[src/rtl/uart_rx_fifo.sv]
// uart_rx_fifo: 8N1 UART receiver feeding a CPU-readable byte FIFO
module uart_rx_fifo #(
  parameter int CLOCK_HZ   = 27_000_000,
  parameter int BAUD       = 115200,
  parameter int FIFO_DEPTH = 16
) (
  input  logic                          clk,
  input  logic                          rst,
  input  logic                          rx,
  input  logic                          rd,
  input  logic                          clr_err,
  output logic [7:0]                    rd_data,
  output logic                          rx_valid,
  output logic                          overrun,
  output logic                          frame_err,
  output logic [$clog2(FIFO_DEPTH):0]   count
);
  localparam int DIV  = CLOCK_HZ / BAUD;
  localparam int HALF = DIV / 2;
  localparam int CW   = $clog2(DIV);
  localparam int AW   = $clog2(FIFO_DEPTH);
  typedef enum logic [2:0] {IDLE, START, DATA, STOP, BRK} state_t;
  state_t state, state_n;
  logic s1, rxs;
  logic [CW-1:0] cnt, cnt_n;
  logic [2:0] idx, idx_n;
  logic [7:0] shift, shift_n;
  logic push, ferr_set;
  logic [7:0] mem [FIFO_DEPTH];
  logic [AW-1:0] wr_ptr, rd_ptr;
  logic full, do_pop, do_push, ovr_set;
  always_comb begin
    state_n  = state;
    cnt_n    = cnt + 1'b1;
    idx_n    = idx;
    shift_n  = shift;
    push     = 1'b0;
    ferr_set = 1'b0;
    case (state)
      IDLE: begin
        cnt_n = '0;
        if (!rxs) state_n = START;
      end
      START: if (cnt == CW'(HALF - 1)) begin
        cnt_n   = '0;
        idx_n   = '0;
        state_n = rxs ? IDLE : DATA;
      end
      DATA: if (cnt == CW'(DIV - 1)) begin
        cnt_n        = '0;
        shift_n[idx] = rxs;
        idx_n        = idx + 3'd1;
        if (idx == 3'd7) state_n = STOP;
      end
      STOP: if (cnt == CW'(DIV - 1)) begin
        cnt_n    = '0;
        push     = rxs;
        ferr_set = !rxs;
        state_n  = rxs ? IDLE : BRK;
      end
      BRK: begin
        cnt_n = '0;
        if (rxs) state_n = IDLE;
      end
      default: state_n = IDLE;
    endcase
  end
  assign full     = count == (AW + 1)'(FIFO_DEPTH);
  assign do_pop   = rd && count != '0;
  assign do_push  = push && (!full || do_pop);
  assign ovr_set  = push && full && !do_pop;
  assign rx_valid = count != '0;
  assign rd_data  = rx_valid ? mem[rd_ptr] : 8'h00;
  always_ff @(posedge clk) begin
    if (rst) begin
      s1        <= 1'b1;
      rxs       <= 1'b1;
      state     <= IDLE;
      cnt       <= '0;
      idx       <= '0;
      shift     <= '0;
      wr_ptr    <= '0;
      rd_ptr    <= '0;
      count     <= '0;
      overrun   <= 1'b0;
      frame_err <= 1'b0;
    end else begin
      s1        <= rx;
      rxs       <= s1;
      state     <= state_n;
      cnt       <= cnt_n;
      idx       <= idx_n;
      shift     <= shift_n;
      wr_ptr    <= do_push ? wr_ptr + 1'b1 : wr_ptr;
      rd_ptr    <= do_pop ? rd_ptr + 1'b1 : rd_ptr;
      count     <= count + (AW + 1)'(do_push) - (AW + 1)'(do_pop);
      overrun   <= ovr_set | (overrun & ~clr_err);
      frame_err <= ferr_set | (frame_err & ~clr_err);
    end
  end
  always_ff @(posedge clk) begin
    if (!rst && do_push) mem[wr_ptr] <= shift;
  end
endmodule
[config.mk]
export PLATFORM = sky130hd
export DESIGN_NAME = uart_rx_fifo
export DESIGN_NICKNAME = d
export VERILOG_FILES = /design/src/rtl/uart_rx_fifo.sv
export SDC_FILE = /design/constraint.sdc
export NUM_CORES = 1
export LEC_CHECK = 0
export CORE_MARGIN = 5
export CORE_UTILIZATION = 50
export CTS_BUF_LIST = sky130_fd_sc_hd__clkbuf_4
export CTS_CLUSTER_DIAMETER = 80
export CTS_CLUSTER_SIZE = 12
export DETAILED_ROUTE_END_ITERATION = 8
export PLACE_DENSITY_LB_ADDON = 0.08
export SLEW_MARGIN = 20
export SYNTH_ARGS = -nofsm -noshare
export SYNTH_HDL_FRONTEND = slang
export SYNTH_SLANG_ARGS = --single-unit
[constraint.sdc]
create_clock -name clk -period 3.2 [get_ports clk]
set_clock_uncertainty 0.1 [all_clocks]
set_input_delay 0.64 -clock clk [delete_from_list [all_inputs] [get_ports clk]]
set_output_delay 0.64 -clock clk [all_outputs]
set_load 0.01 [all_outputs]
==> After elaboration in Yosys (flattened, before gate mapping) <==
Memory sizes are Yosys's and may differ from the RTL's. A register that Yosys moved wholly into a read port is not among the register bits.
Index checks and enable logic that the tools add are counted.
Widths: inputs -> output; s select.
{ "totals": {"ramBits": 128, "romBits": 0, "ff_bits": 39, "output_inout_bits": 16, "latchBits": 0, "n_memories": 1, "word_cells": 85, "input_bits": 5} }
{ "mem_list": {"columns": ["name", "words", "width", "rd", "rd_ports_with_merged_regs", "wr", "line", "text"], "rows": [
  ["mem", 16, 8, 1, 1, 1, "29", "logic [7:0] mem [FIFO_DEPTH];"]
]} }
{ "op_classes": {"n_div": 0, "shift": 0, "bitwise": 5, "n_addsub": 6, "n_mux": 27, "n_eq_ne": 14, "magnitude_cmp": 2, "multipliers": 0, "reduce_logical": 19} }
{ "ops": {"columns": ["op", "n"], "rows": [
  ["$mux 3", 9],
  ["$mux 8", 3],
  ["$pmux 8 s3", 1],
  ["$pmux 3 s5", 1],
  ["$ne 2x2->1 const B", 6],
  ["$add 4x1->4 const B", 2],
  ["$add 8x1->8 const B", 1],
  ["$bwmux 8", 1],
  ["$eq 8x7->1 const B", 1],
  ["$eq 8x8->1 const B", 1],
  ["$mux 4", 2],
  ["$mux 1", 7],
  ["$eq 3x2->1 const B", 2],
  ["$eq 3x3->1 const B", 2],
  ["$logic_and 1x1->1", 6],
  ["$pmux 3 s2", 1],
  ["$reduce_and 6->1", 1],
  ["$add 5x1->5", 1],
  ["$eq 5x5->1 const B", 1],
  ["$reduce_bool 5->1", 1],
  ["$sub 5x1->5", 1],
  ["$logic_not 1->1", 4],
  ["$lt 3x4->1 const B", 1],
  ["$reduce_or 2->1", 2],
  ["13 further kinds", 15]
]} }

==> Depth between registers and ports, before layout <==
Gate-level depths: netlist of run 1.
{ "depth": {"word_depth": 7, "depth_mapped": 16, "depth_no_buf": 15} }

==> Worst setup path after synthesis of run 1 <==
No wires, ideal clock.
{ "synth_timing": {"path_kind": "register -> register", "start": "reg count[3]", "end": "reg count[4]", "setup_ns": 0.070, "slack_ns": 0.240, "path_buffers": 1, "t_arrival_ns": 2.789, "t_required_ns": 3.030, "synth_period_minus_slack_ns": 2.960, "path_stages_with_launch": 16, "cell_sequence": "dfxtp_1 -> inv_1 -> ha_1 -> or4b_1 -> and2_1 -> buf_2 -> ha_1 -> inv_1 -> ha_1 -> inv_1 -> fa_1 -> inv_1 -> a21oi_1 -> nor2_1 -> or3_1 -> a21oi_1"} }
{ "synth_via": {"elab_chain_len": 6, "word_cells_on_any_way": 8, "cone_classes": "add/sub (2); eq/ne (1); reduce/logical (5)"} }
{ "synth_rtl": {"columns": ["item", "line", "text"], "rows": [
  ["start, declared", "16", "output logic [$clog2(FIFO_DEPTH):0] count"],
  ["start signal, assigned", "96", "count <= count + (AW + 1)'(do_push) - (AW + 1)'(do_pop);"],
  ["$reduce_bool 5->1 (*)", null, null],
  ["via rx_valid", "13", "output logic rx_valid,"],
  ["$logic_and 1x1->1 (*)", "69", "assign do_pop = rd && count != '0;"],
  ["via do_pop", "31", "logic full, do_pop, do_push, ovr_set;"],
  ["$logic_or 1x1->1", "70", "assign do_push = push && (!full || do_pop);"],
  ["$logic_and 1x1->1", "70", null],
  ["$add 5x1->5", "96", null],
  ["$sub 5x1->5 (*)", "96", null]
]} }
The timed path passes the listed nets; every way through them passes the cells marked *.
A chain may end at the register's enable or synchronous reset.

==> out/qor.yml, run 1 <==
run_status:
  status: "completed"
run:
  drv_cap: 0
clock_tree:
  clkTransAtPathRegs_ns: 0.13
  hold_buffers: 0
  cts_tree: "yes"
  numCtsBuffers: 17
  cts_buffer_depth: 2
  clk_latency_ns: 0.54
  cts-htree-levels: 4
  cts_root_buf: "clkbuf_4"
  clock-sinks: 171
layout:
  multi_input_area_um2: 2220
  drive_above_1_share_pct: 23.4
  antenna-diode-count: 0
  num-nets-final: 510
  utilization_pct: 57.5
  ff_latch_area_um2: 4710
  fillers: 1079
  syn_to_final_growth_pct: 13.1
sta:
  worst-slew-pin-transition_ns: 0.734
  fin_crit_ns: 3.06
  drv_slew: 0
  final-setup-viol-count: 0
  relSlewSlack_pct: 51.0
  hold_viol: 0
  period_share_pct: 95.5
  whs_ns: 0.334
  max_freq_mhz: 327
setup_path:
  r2r_start: "count[3]$_SDFF_PP0_"
  worstSetupEndpointType: "output port"
  crit_path_start_kind: "flop"
  cp.arrival_ns: 2.32
  r2r.worst_path.cells: 14
  rrSetupSlack_ns: 0.26
  crit_end: "rd_data[1]"
  worstPathMaxFanout: 10
  required_ns: 2.46
  crit_type: "flop to output port"
  r2r-end: "count[4]$_SDFF_PP0_"
floorplanning:
  die_y_um: 129
  start_util_pct: 50.8
  core.rowCount: 43
  core-area_um2: 13800
  ios: 21
  chipWidth_um: 129
  die_area_um2: 16500
synth:
  yosysTopAreaCellShare_pct: 54.7
  synth_commonest_cells: "edfxtp_1 (128), nor2_1 (46), dfxtp_1 (43), mux4_2 (32), mux2i_1 (26)"
  async_reset_ff_share_pct: 0
  synthesis.area_um2: 7030
  yosysWarnings: 0
  seq_area_frac_synth_pct: 66.9
  synth-seq-cells: 171
  synth.distinct_cells: 49
  syn_nets: 463
  synth_edf_count: 128
  synthCells: 441
  synthTopCellsByArea: "edfxtp_1 (55%), dfxtp_1 (12%), mux4_2 (10%)"
  yosysTopAreaCell: "edfxtp_1"
  syn_area_per_cell_um2: 15.9
  synthFlopType: "edfxtp_1"
  synth_most_common_cell: "edfxtp_1"
place:
  place_hpwl_um: 8420
  place_congestion: 0.757
  portBuffers: 20
power:
  power_density_nw_per_um2: 626
  p_leak_nw: 2.78
  ir_drop_v: 0.000436
  power_w: 0.00498
global_route:
  grt_pass1_wl_um: 20900
  track_usage_pct: 17.1
  globalRouteOverflowTotal: 0
  grt_pass1_vias: 3819
  grt_max_degree: 34
  antenna_found_initial: 0
worst_hold_path:
  hold_path_class: "flop to flop"
routing:
  avgViaCountPerCell: 5.52
  vias: 3762
  wl_per_cell_um: 19.5
  drt_iter0_drc: 245
  first_pass_iters: 4
  ant_nets: 0
  routed_wl_um: 13300
  route.detailed.drc: 0
[what timing repair did]
| item | 4_1_cts | 5_1_grt |
|---|---|---|
| setup buffers | 0 | 5 |
| cloned | 0 | 1 |
| gates resized for setup | 21 | 5 |
| setup endpoints to repair | 8 | 6 |
[area by class of cell]
type / instances / share of cell area, %
clock buffer: 25 / 2.36
clock inverter: 7 / 1.01
inverter: 17 / 0.803
multi-input combinational: 232 / 27.9
sequential: 171 / 59.2
tap: 180 / 2.83
timing repair buffer: 49 / 5.87
[metrics by stage]
stage | setup TNS, ns | setup WS, ns | area [um^2] | std cells
2_1_floorplan | 0 | 0.240 | 7030 | 441
3_3_place_gp | 0 | 0.202 | 7560 | 643
3_5_place_dp | 0 | 0.145 | 7560 | 643
4_1_cts | -0.113 | -0.113 | 7880 | 675
5_1_grt | -0.00272 | -0.00272 | 7950 | 681
6_report | 0 | 0.144 | 7950 | 681
[worst min path at each step]
| stage | slack, ns | to | cells past startpoint | startpoint |
|---|---|---|---|---|
| final | 0.33 | rxs$_SDFF_PP1_ | 1 | s1$_SDFF_PP1_ |
| after global routing | 0.36 | rxs$_SDFF_PP1_ | 1 | s1$_SDFF_PP1_ |
| after CTS | 0.35 | rxs$_SDFF_PP1_ | 1 | s1$_SDFF_PP1_ |
| after detailed placement | 0.31 | rxs$_SDFF_PP1_ | 1 | s1$_SDFF_PP1_ |
| after global placement | 0.30 | rxs$_SDFF_PP1_ | 1 | s1$_SDFF_PP1_ |
| after floorplan | 0.29 | rxs$_SDFF_PP1_ | 1 | s1$_SDFF_PP1_ |
[worst max-delay path: stages (launching register included)]
cell and delay [ns]:
dfxtp_4 0.40, buf_4 0.14, clkbuf_16 0.18, mux4_2 0.50
mux2i_1 0.19, o22ai_1 0.09, dlygate4sd2_1 0.29
[registers in the layout (all words and copies together) (netlist names), named ones only]
signal     cells
cnt            8
overrun        1
rd_ptr         4
s1             1
rxs            1
count          5
wr_ptr         4
idx            3
mem          128
frame_err      1
state          3
shift          8
[where the power goes]
part | switching (W) | leakage, nW | total, W | internal, W
Clock | 0.000657 | 0.159 | 0.00118 | 0.000525
Combinational | 0.000600 | 1.08 | 0.00132 | 0.000722
Sequential | 0.0000644 | 1.54 | 0.00247 | 0.00241
Total | 0.00132 | 2.78 | 0.00498 | 0.00365
[cells by family (layout without fill, tap and decap cells)]
group / count (synthesis) / in the layout / share of synthesized area (%)
compound gates: 34 / 34 / 2.99
flops: 171 / 171 / 66.9
buf+inv: 38 / 98 / 2.24
simple gates: 110 / 110 / 9.13
xor+xnor: 13 / 13 / 1.62
fa+ha+maj: 17 / 17 / 3.13
mux: 58 / 58 / 14.0
[placed cells by master (no fill, tap or decap), drive strengths merged, types with 5 or more instances in the layout]
cell / instances
edfxtp: 128
nor2: 47
dfxtp: 43
mux4: 32
buf: 28
clkbuf: 26
mux2i: 26
inv: 19
ha: 16
a21oi: 13
clkdlybuf4s50: 12
nand2: 12
nor3: 9
o22ai: 8
nand3: 7
xnor2: 7
dlygate4sd2: 7
xor2: 6
or3: 5
nand3b: 5
[per-layer routing]
metal / global-route usage (%) / share of wire (%) / vias to the layer above
met2: 28.6 / 51 / 55
li1: - / - / 1774
met1: 22.3 / 45 / 1922
met4: 6.49 / 0.98 / 0
met5: 0 / 0 / -
met3: 3.57 / 2.9 / 11
Note: power is estimated with default switching activity, not from simulation.
==> run 2, diff against run 1 <==
--- a/config.mk
+++ b/config.mk
@@ -5,6 +5,7 @@
 export SDC_FILE = /design/constraint.sdc
 export NUM_CORES = 1
 export LEC_CHECK = 0
+export CORE_ASPECT_RATIO = 1.4
 export CORE_MARGIN = 5
 export CORE_UTILIZATION = 50
 export CTS_BUF_LIST = sky130_fd_sc_hd__clkbuf_4
==> out/qor.yml, run 2 (synthesis gave the netlist of run 1 again) <==
run_status:
  status: "completed"
setup_path:
  worstPathMaxFanout: 13
  worstSetupEndpointType: "output port"
  required_ns: 2.46
  crit_path_start_kind: "flop"
  r2r_start: "count[2]$_SDFF_PP0_"
  crit_type: "flop to output port"
  cp.arrival_ns: 2.34
clock_tree:
  clkTransAtPathRegs_ns: 0.16
  hold_buffers: 0
  cts_root_buf: "clkbuf_4"
  cts_buffer_depth: 2
  cts-htree-levels: 4
  numCtsBuffers: 17
  cts_tree: "yes"
  clk_latency_ns: 0.54
  clock-sinks: 171
floorplanning:
  ios: 21
  core-area_um2: 13800
  start_util_pct: 50.8
  chipWidth_um: 110
  die_y_um: 150
  core.rowCount: 51
  die_area_um2: 16600
global_route:
  grt_pass1_vias: 3849
  grt_pass1_wl_um: 21200
  track_usage_pct: 17.5
  antenna_found_initial: 1
  globalRouteOverflowTotal: 0
  grt_max_degree: 34
power:
  p_switching_w: 0.00145
  p_int_w: 0.00384
  power.share.sequential_pct: 46.9
  switching_share_pct: 27.4
  p_leak_nw: 2.80
  power_density_nw_per_um2: 656
  power_w: 0.00529
  ir_drop_v: 0.000449
  comb_power_share_pct: 25.1
  clkPwrFrac_pct: 28.0
sta:
  whs_ns: 0.326
  drv_slew: 0
  hold_viol: 0
  final-setup-viol-count: 0
  fin_ws_ns: 0.121
  tns_ns: 0
  fin_crit_ns: 3.08
  period_share_pct: 96.2
  worst-slew-pin-transition_ns: 0.672
  relSlewSlack_pct: 55.2
  max_freq_mhz: 325
layout:
  reg_top3: "mem (128), cnt (8), shift (8)"
  drive_above_1_share_pct: 23.7
  fillers: 1126
  final_cells: 684
  layout_common_cells: "edfxtp_1 (128), nor2_1 (46), dfxtp_1 (42), mux4_2 (32), buf_4 (22)"
  syn_to_final_growth_pct: 14.7
  multi_input_area_um2: 2250
  final_common_cell: "edfxtp_1"
  largest_register_ffs: 128
  largest-register: "mem"
  ff_latch_area_um2: 4710
  num-nets-final: 507
worst_hold_path:
  hp-start: "s1$_SDFF_PP1_"
  hold_path_class: "flop to flop"
place:
  portBuffers: 20
  pre_cts_ws_ns: 0.141
  place_hpwl_um: 8660
  place_congestion: 0.732
  placed_cells: 647
routing:
  routed_wl_um: 13300
  drt_iter0_drc: 212
  avgViaCountPerCell: 5.46
  route.detailed.drc: 0
  first_pass_iters: 4
  ant_nets: 0
  wl_per_cell_um: 19.4
  vias: 3735
run:
  drv_cap: 0
==> run 2: cell types whose count changed in the layout (fill, tap and decap cells not counted), sizes merged <==
| cell | delta |
|---|---|
| dlymetal6s2s | +1 |
| bufinv | +3 |
| inv | +4 |
| dlygate4sd2 | -1 |
| buf | -2 |
| clkbuf | -9 |
| clkinvlp | +2 |
| diode | +1 |
| clkinv | -1 |
==> run 2: final timing paths <==
path                    endpoint  slack, ns  depth (start not counted)
max                   rd_data[5]       0.12                          5
min               rxs$_SDFF_PP1_       0.33                          1
max reg2reg  count[4]$_SDFF_PP0_       0.20                         14
min reg2reg       rxs$_SDFF_PP1_       0.33                          1
==> run 2: final cells by class <==
cell class	count	area share [%]
diodes	1	0.0310
clock buffers	17	1.58
clock inverters	15	2.90
inverters	17	0.791
multi-input cells	232	27.9
flip-flops and latches	171	58.4
well taps	185	2.87
repair buffers	46	5.48
==> run 2: power groups by stage <==
stage | combinational (W) | clock [W] | sequential (W)
6_report | 0.00133 | 0.00148 | 0.00248
5_1_grt | 0.00145 | 0.00162 | 0.00249
4_1_cts | 0.00133 | 0.00152 | 0.00247
3_5_place_dp | 0.00126 | 0 | 0.00251
3_3_place_gp | 0.00123 | 0 | 0.00251
2_1_floorplan | 0.000813 | 0 | 0.00251
==> run 2: per-layer routing <==
layer,GRT usage [%],vias to the layer above,part of all wire [%]
met4,4.62,0,1.0
li1,-,1772,-
met3,3.86,9,2.8
met5,0,-,0
met1,22.7,1888,43
met2,29.8,66,53
==> run 2: through the flow <==
step                      util, %  instance area, um^2
after CTS                    57.9                 8020
after global routing         58.2                 8060
after floorplan                 -                 7030
after detailed placement     54.6                 7560
final                        58.2                 8060
after global placement       54.6                 7560
==> run 2: worst max-delay path, stage by stage, from the launching register on <==
cell and delay (ns):
dfxtp_4 0.44, buf_12 0.17, mux4_2 0.52, mux2i_2 0.21, o22ai_1 0.12, dlygate4sd2_1 0.31
==> run 2: timing repair <==
action,4_1_cts,5_1_grt
resized for setup,21,9
pin swaps,0,1
gates cloned,1,0
setup buffers,0,3
endpoints found under the setup margin,8,7
endpoints found under the hold margin,0,0
